File: src/rtl/uart_rx_ctrl.sv
// 8N1 oversampling UART receive sequencer with valid/ready byte delivery.
// Flags framing errors and overruns as single-cycle pulses.
module uart_rx_ctrl #(
  parameter int unsigned CLKS_PER_BIT = 5208
) (
  input  logic       clk,
  input  logic       rst,
  input  logic       rx,
  output logic [7:0] data_out,
  output logic       data_valid,
  input  logic       data_ready,
  output logic       frame_err,
  output logic       overrun,
  output logic       busy
);

  localparam int unsigned CW = (CLKS_PER_BIT > 1) ? $clog2(CLKS_PER_BIT) : 1;
  localparam int unsigned H  = CLKS_PER_BIT / 2;
  localparam logic [CW-1:0] CNT_HALF = CW'(H - 1);
  localparam logic [CW-1:0] CNT_BIT  = CW'(CLKS_PER_BIT - 1);

  typedef enum logic [2:0] {
    S_IDLE  = 3'd0,
    S_START = 3'd1,
    S_DATA  = 3'd2,
    S_STOP  = 3'd3,
    S_BREAK = 3'd4
  } state_t;

  state_t        state, state_d;
  logic [CW-1:0] clk_cnt, clk_cnt_d;
  logic [2:0]    bit_idx, bit_idx_d;
  logic [7:0]    shreg, shreg_d;
  logic [7:0]    data_out_d;
  logic          data_valid_d, frame_err_d, overrun_d;
  logic          rx_meta, rx_sync, rx_s;

  // Two-flop synchroniser; rx_s retimes once more so a start is taken three
  // edges after the pin falls.
  always_ff @(posedge clk or posedge rst) begin
    if (rst) begin
      rx_meta <= 1'b1;
      rx_sync <= 1'b1;
      rx_s    <= 1'b1;
    end else begin
      rx_meta <= rx;
      rx_sync <= rx_meta;
      rx_s    <= rx_sync;
    end
  end

  always_ff @(posedge clk or posedge rst) begin
    if (rst) begin
      state      <= S_IDLE;
      clk_cnt    <= '0;
      bit_idx    <= '0;
      shreg      <= '0;
      data_out   <= '0;
      data_valid <= 1'b0;
      frame_err  <= 1'b0;
      overrun    <= 1'b0;
      busy       <= 1'b0;
    end else begin
      state      <= state_d;
      clk_cnt    <= clk_cnt_d;
      bit_idx    <= bit_idx_d;
      shreg      <= shreg_d;
      data_out   <= data_out_d;
      data_valid <= data_valid_d;
      frame_err  <= frame_err_d;
      overrun    <= overrun_d;
      busy       <= (state_d != S_IDLE);
    end
  end

  always_comb begin
    state_d      = state;
    clk_cnt_d    = clk_cnt;
    bit_idx_d    = bit_idx;
    shreg_d      = shreg;
    data_out_d   = data_out;
    data_valid_d = data_valid;
    frame_err_d  = 1'b0;
    overrun_d    = 1'b0;

    if (data_valid && data_ready) data_valid_d = 1'b0;

    unique case (state)
      S_IDLE: begin
        if (!rx_s) begin
          state_d   = S_START;
          clk_cnt_d = '0;
        end
      end
      S_START: begin
        if (clk_cnt == CNT_HALF) begin
          clk_cnt_d = '0;
          bit_idx_d = '0;
          state_d   = rx_s ? S_IDLE : S_DATA;
        end else begin
          clk_cnt_d = clk_cnt + CW'(1);
        end
      end
      S_DATA: begin
        if (clk_cnt == CNT_BIT) begin
          clk_cnt_d        = '0;
          shreg_d[bit_idx] = rx_s;
          if (bit_idx == 3'd7) state_d = S_STOP;
          else                 bit_idx_d = bit_idx + 3'd1;
        end else begin
          clk_cnt_d = clk_cnt + CW'(1);
        end
      end
      S_STOP: begin
        if (clk_cnt == CNT_BIT) begin
          clk_cnt_d = '0;
          if (rx_s) begin
            state_d = S_IDLE;
            // A held byte being consumed this cycle frees the slot.
            if (!data_valid || data_ready) begin
              data_out_d   = shreg;
              data_valid_d = 1'b1;
            end else begin
              overrun_d = 1'b1;
            end
          end else begin
            frame_err_d = 1'b1;
            state_d     = S_BREAK;
          end
        end else begin
          clk_cnt_d = clk_cnt + CW'(1);
        end
      end
      S_BREAK: begin
        if (rx_s) state_d = S_IDLE;
      end
      default: begin
        state_d   = S_IDLE;
        clk_cnt_d = '0;
      end
    endcase
  end

endmodule

File: config.mk
export PLATFORM = sky130hd
export DESIGN_NAME = uart_rx_ctrl
export DESIGN_NICKNAME = d
export VERILOG_FILES = /design/src/rtl/uart_rx_ctrl.sv
export SDC_FILE = /design/constraint.sdc
export NUM_CORES = 1
export LEC_CHECK = 0
export ABC_AREA = 1
export CAP_MARGIN = 10
export CORE_ASPECT_RATIO = 1.4
export CORE_UTILIZATION = 40
export DETAILED_ROUTE_END_ITERATION = 8
export MAX_ROUTING_LAYER = met4
export PLACE_DENSITY = 0.58
export SLEW_MARGIN = 20
export SYNTH_ARGS = -nofsm -noshare
export SYNTH_HDL_FRONTEND = slang
export SYNTH_SLANG_ARGS = --single-unit
File: constraint.sdc
create_clock -name clk -period 1.6 [get_ports clk]
set_clock_uncertainty 0.1 [all_clocks]
set_input_delay 0.24 -clock clk [delete_from_list [all_inputs] [get_ports clk]]
set_output_delay 0.24 -clock clk [all_outputs]
set_load 0.05 [all_outputs]
==> results.toml, run 1 <==
[outcome]
outcome = "finished with violations"
failed_checks = "setup timing"

[detailed_routing]
drcViolationCount = 0
avgViaCountPerCell = 4.94
first_iter_violations = 106
wl_mm = 5.34
drt_pass1_iterations = 5
ant_nets = 0
wire_per_inst_um = 13.0
via_count = 2037

[setup_path]
crit_required_ps = 1690
rrSetupSlack_ps = -90
r2r_cells = 9
crit_path_max_fanout = 7
startpoint_type = "flop"
r2r-start = "clk_cnt[3]$_DFFE_PP0P_"
critPathKind = "reg -> reg"
crit_path_end_kind = "flop"
timing.rr.end = "shreg[7]$_DFFE_PP0P_"
worstPathArrival_ps = 1780

[clocking]
root_buffer = "clkbuf_8"
cts_buffers = 5
cts_tree = "built"
cts_hold_buffers = 0
h-tree-depth = 2
clkTransAtPathRegs_ps = 80
cts_sinks = 42
cts_buffer_depth = 2
insertion_delay_ps = 300

[synth]
ys_types = 28
ys_ff_latch = 42
ys_seq_area_share_pct = 47.2
yosys_warnings = 0
syn_nets = 286
syn_inst = 279
synth_area_um2 = 2240
avgSynthCellArea_um2 = 8.01

[floorplanning]
die_y_um = 90.5
rows = 31
dieArea_um2 = 5900
pin_count = 16
start_util_pct = 42.4
die_x_um = 65.2
core_um2 = 5280

[global_route]
grt_usage_pct = 20.1
grt_start_max_net_pins = 43
grt_pass1_vias = 1987
grt_pass1_wl_mm = 8.85
grt_overflow = 0
grt_antenna_before_repair = 0

[finish]
antennaDiodeCount = 0
areaGrowthSynthToFinish_pct = 37.9
layout.cells.non_filler = 412
final_area_um2 = 3080
final_common_cell = "nand2_1"
finalNetCount = 352
drive_gt1_share_pct = 39.6
layout_common_cells = "nand2_1, buf_4, dfrtp_1"

[worst_hold_path]
hold_path_class = "in -> async"

[placed_design]
dp_hpwl_mm = 3.88
dpl_cell_area_um2 = 2750
dp_cells = 394
globalplace.congestion = 0.913
io_buffers = 15

[timing]
period_share_pct = 105
setup_viol = 9
fmax_mhz = 593
drv_slew = 0
worst_slew_pin_slew_ps = 357
postLayoutSetupSlackWorst_ps = -87.8
hold_ws_ps = 174
hold_viol_final = 0
relSlewSlack_pct = 76.0
finalCriticalPeriod_ps = 1690
rsz0062_at_grt = "true"

[power_and_ir_drop]
p_leak_nw = 1.40
power_mw = 1.84
power_density_nw_per_um2 = 598
vdd_drop_max_v = 0.000420

[flow_run]
maxCapViolCount = 0
==> cell families after synthesis <==
logic type / count (synthesis) / synth area share (%)
xor+xnor: 1 / 0.392
buf+inv: 44 / 8.06
compound gates: 35 / 9.96
fa+ha+maj: 3 / 1.68
flops: 42 / 47.2
simple gates: 154 / 32.7
==> cell usage after synthesis <==
library cell	n	area, um^2
nand2_1	71	267
dfrtp_1	39	976
inv_1	32	120
nor2_1	29	109
nand3_1	24	120
o21ai_1	10	50.1
o21ai_2	9	78.8
inv_2	8	30.0
nand4_1	7	43.8
nor3_1	7	35.0
o21ai_0	7	35.0
nand2_2	5	31.3
nor2_4	5	56.3
a21oi_1	3	15.0
dfstp_2	3	78.8
ha_1	3	37.5
nor2_2	3	18.8
buf_4	2	15.0
nand3_4	2	35.0
o21bai_1	2	15.0
a31oi_1	1	6.26
buf_6	1	11.3
clkbuf_1	1	3.75
nor3_4	1	16.3
o211ai_1	1	7.51
o21a_1	1	7.51
o31ai_1	1	7.51
xor2_1	1	8.76
==> how the worst max path moves through the flow <==
stage / slack [ps] / endpoint / cells past startpoint / from
2_1_floorplan: -70 / data_out[1]$_DFFE_PP0P_ / 10 / clk_cnt[0]$_DFFE_PP0P_
3_3_place_gp: -90 / clk_cnt[9]$_DFFE_PP0P_ / 5 / state[2]$_DFF_PP0_
3_5_place_dp: -90 / clk_cnt[9]$_DFFE_PP0P_ / 8 / clk_cnt[0]$_DFFE_PP0P_
4_1_cts: -30 / shreg[2]$_DFFE_PP0P_ / 9 / clk_cnt[1]$_DFFE_PP0P_
5_1_grt: -200 / shreg[3]$_DFFE_PP0P_ / 9 / clk_cnt[3]$_DFFE_PP0P_
6_report: -90 / shreg[7]$_DFFE_PP0P_ / 9 / clk_cnt[3]$_DFFE_PP0P_
==> state kept, by name, summed over array words and instances (netlist names) <==
| name | count |
|---|---|
| busy | 1 |
| shreg | 8 |
| data_valid | 1 |
| frame_err | 1 |
| clk_cnt | 13 |
| rx_s | 1 |
| overrun | 1 |
| data_out | 8 |
| rx_sync | 1 |
| bit_idx | 3 |
| state | 3 |
| rx_meta | 1 |
==> final cells by class <==
cell class | instances | area [um^2]
flip-flops and latches | 42 | 1060
inverters | 40 | 150
well taps | 66 | 82.6
clock inverters | 2 | 12.5
repair buffers | 62 | 518
clock buffers | 6 | 82.6
multi-input cells | 194 | 1180
fillers | 489 | 2190
==> power breakdown <==
| part | total (mW) | switching (mW) | internal (mW) | leakage [nW] |
|---|---|---|---|---|
| clock | 0.728 | 0.381 | 0.347 | 0.0472 |
| sequential | 1.07 | 0.00575 | 1.07 | 0.553 |
| combinational | 0.0407 | 0.0269 | 0.0138 | 0.797 |
==> what timing repair did <==
item | in CTS | in global routing
pin swaps | 0 | 12
gates cloned | 1 | 0
setup endpoints to repair | 26 | 32
setup buffers | 2 | 7
gates resized for setup | 7 | 39
==> metal layers <==
metal  GRT usage [%]  vias to the layer above  share of wire, %  wire length [um]
met5               -                        -                 0                 0
met4            12.9                        0               4.8               255
met3            3.16                       18               2.1               111
met2            34.8                       39                54              2900
met1            20.4                      951                39              2080
li1                -                     1029                 -                 -
==> worst max-delay path: stages (launching register included) <==
cell	delay, ps
dfrtp_1	400
inv_2	100
nand2_1	90
nor2_4	140
nand3_4	110
buf_6	140
nor2_4	230
nand3_1	130
nand2_1	70
o21ai_1	60
==> metrics by stage <==
stage,setup slack [ps],utilization [%],setup TNS [ps]
detailed placement,-85.1,52.1,-1010
global route,-203,58.4,-2350
CTS,-27.4,55.0,-254
finish,-87.8,58.4,-461
floorplan,-70.8,-,-225
global placement,-87.2,52.1,-213
(Power assumes the default switching activity.)
==> run 2, diff against run 1 <==
DONT_BUFFER_PORTS = 1   (was not set)
PLACE_DENSITY = 0.54   (was 0.58)
==> results.toml, run 2 (synthesized netlist as in run 1, its figures left out) <==
[setup_path]
crit_path_max_fanout = 5
r2r-start = "clk_cnt[1]$_DFFE_PP0P_"
crit_path_end_kind = "flop"
r2r_cells = 9
worstPathArrival_ps = 1690
startpoint_type = "flop"
timing.rr.end = "busy$_DFF_PP0_"
rrSetupSlack_ps = -20
crit_required_ps = 1680
critPathKind = "reg -> reg"

[timing]
worst_slew_pin_slew_ps = 562
fmax_mhz = 619
rsz0062_at_grt = "true"
fin_tns_setup_ps = -64.1
period_share_pct = 101
finalCriticalPeriod_ps = 1620
postLayoutSetupSlackWorst_ps = -15.7
hold_ws_ps = 185
relSlewSlack_pct = 62.3
hold_viol_final = 0
drv_slew = 0
setup_viol = 7

[finish]
reg_top3 = "clk_cnt x13, data_out x8, shreg x8"
areaGrowthSynthToFinish_pct = 34.1
drive_gt1_share_pct = 36.4
layout_common_cells = "nand2_1, buf_4, dfrtp_1"
antennaDiodeCount = 0
largest_reg_flops = 13
final_common_cell = "nand2_1"
finalNetCount = 341
regMostFlops = "clk_cnt"

[global_route]
grt_antenna_before_repair = 0
grt_pass1_wl_mm = 9.01
grt_overflow = 0
grt_pass1_vias = 2038
grt_start_max_net_pins = 29
grt_usage_pct = 20.5

[detailed_routing]
ant_nets = 0
first_iter_violations = 53
drt_pass1_iterations = 4
via_count = 1967
wl_mm = 5.26
wire_per_inst_um = 13.1
avgViaCountPerCell = 4.91
drcViolationCount = 0

[clocking]
clkTransAtPathRegs_ps = 80
cts_buffer_depth = 2
cts_buffers = 5
root_buffer = "clkbuf_8"
h-tree-depth = 2
insertion_delay_ps = 300
cts_tree = "built"
cts_sinks = 42

[floorplanning]
die_x_um = 65.2
core_um2 = 5280
pin_count = 16
dieArea_um2 = 5900
die_y_um = 90.5
rows = 31
start_util_pct = 42.4

[placed_design]
place_ws_ps = -105
globalplace.congestion = 0.900
io_buffers = 0
dp_hpwl_mm = 3.96

[worst_hold_path]
min_from = "data_ready"
holdPathEnd = "overrun$_DFF_PP0_"
hold_path_class = "in -> reg"
hold-path-cell-count = 3

[power_and_ir_drop]
power_mw = 2.13
power_density_nw_per_um2 = 711
p_leak_nw = 1.35
vdd_drop_max_v = 0.000353

[outcome]
failed_checks = "setup timing"
outcome = "finished with violations"

[flow_run]
maxCapViolCount = 0
[run 2: metrics by stage]
| stage | instance area, um^2 | cells | util (%) |
|---|---|---|---|
| floorplan | 2260 | 279 | - |
| global placement | 2630 | 383 | 49.9 |
| detailed placement | 2630 | 383 | 49.9 |
| CTS | 2840 | 395 | 53.9 |
| global route | 3000 | 401 | 56.9 |
| finish | 3000 | 401 | 56.9 |
[run 2: report_power, final]
group | internal (mW) | switching [mW] | total (mW)
sequential | 1.07 | 0.00382 | 1.07
clock | 0.625 | 0.394 | 1.02
combinational | 0.0137 | 0.0284 | 0.0421
[run 2: cell type report]
type                            count  area [um^2]
Clock buffer                        5         68.8
Timing Repair Buffer               51          420
Tap cell                           66         82.6
Multi-Input combinational cell    194         1150
Sequential cell                    42         1060
Clock inverter                      3         68.8
Fill cell                         523         2280
Inverter                           40          154
[run 2: worst max path at each step]
stage	start	to	slack [ps]
final	clk_cnt[1]$_DFFE_PP0P_	busy$_DFF_PP0_	-20
after global routing	clk_cnt[1]$_DFFE_PP0P_	shreg[0]$_DFFE_PP0P_	-140
after CTS	clk_cnt[1]$_DFFE_PP0P_	shreg[5]$_DFFE_PP0P_	-20
after detailed placement	clk_cnt[1]$_DFFE_PP0P_	clk_cnt[9]$_DFFE_PP0P_	-110
after global placement	clk_cnt[2]$_DFFE_PP0P_	clk_cnt[9]$_DFFE_PP0P_	-80
after floorplan	clk_cnt[0]$_DFFE_PP0P_	data_out[1]$_DFFE_PP0P_	-70
[run 2: metal layers]
metal,vias to the layer above,share of wire [%],track usage [%]
li1,1006,-,-
met4,0,3.4,9.06
met3,15,2.0,3.03
met1,912,37,19.6
met2,34,57,38.7
met5,-,0,-
[run 2: repair_timing]
| action | in CTS | in global routing |
|---|---|---|
| gates resized for setup | 10 | 28 |
| hold buffers | 2 | 0 |
| setup buffers | 1 | 6 |
| cloned | 1 | 0 |
| pin swaps | 1 | 6 |
| setup endpoints to repair | 29 | 32 |
| hold endpoints to repair | 15 | 0 |
[run 2: worst max-delay path: stages, from the launching register on]
cell and delay [ps]:
dfrtp_1 400, ha_4 180, nand2_4 60, nor2_4 100
nand3_4 120, nand2_1 150, buf_4 120, nand2_1 50
nor2_2 130, nand3_1 90
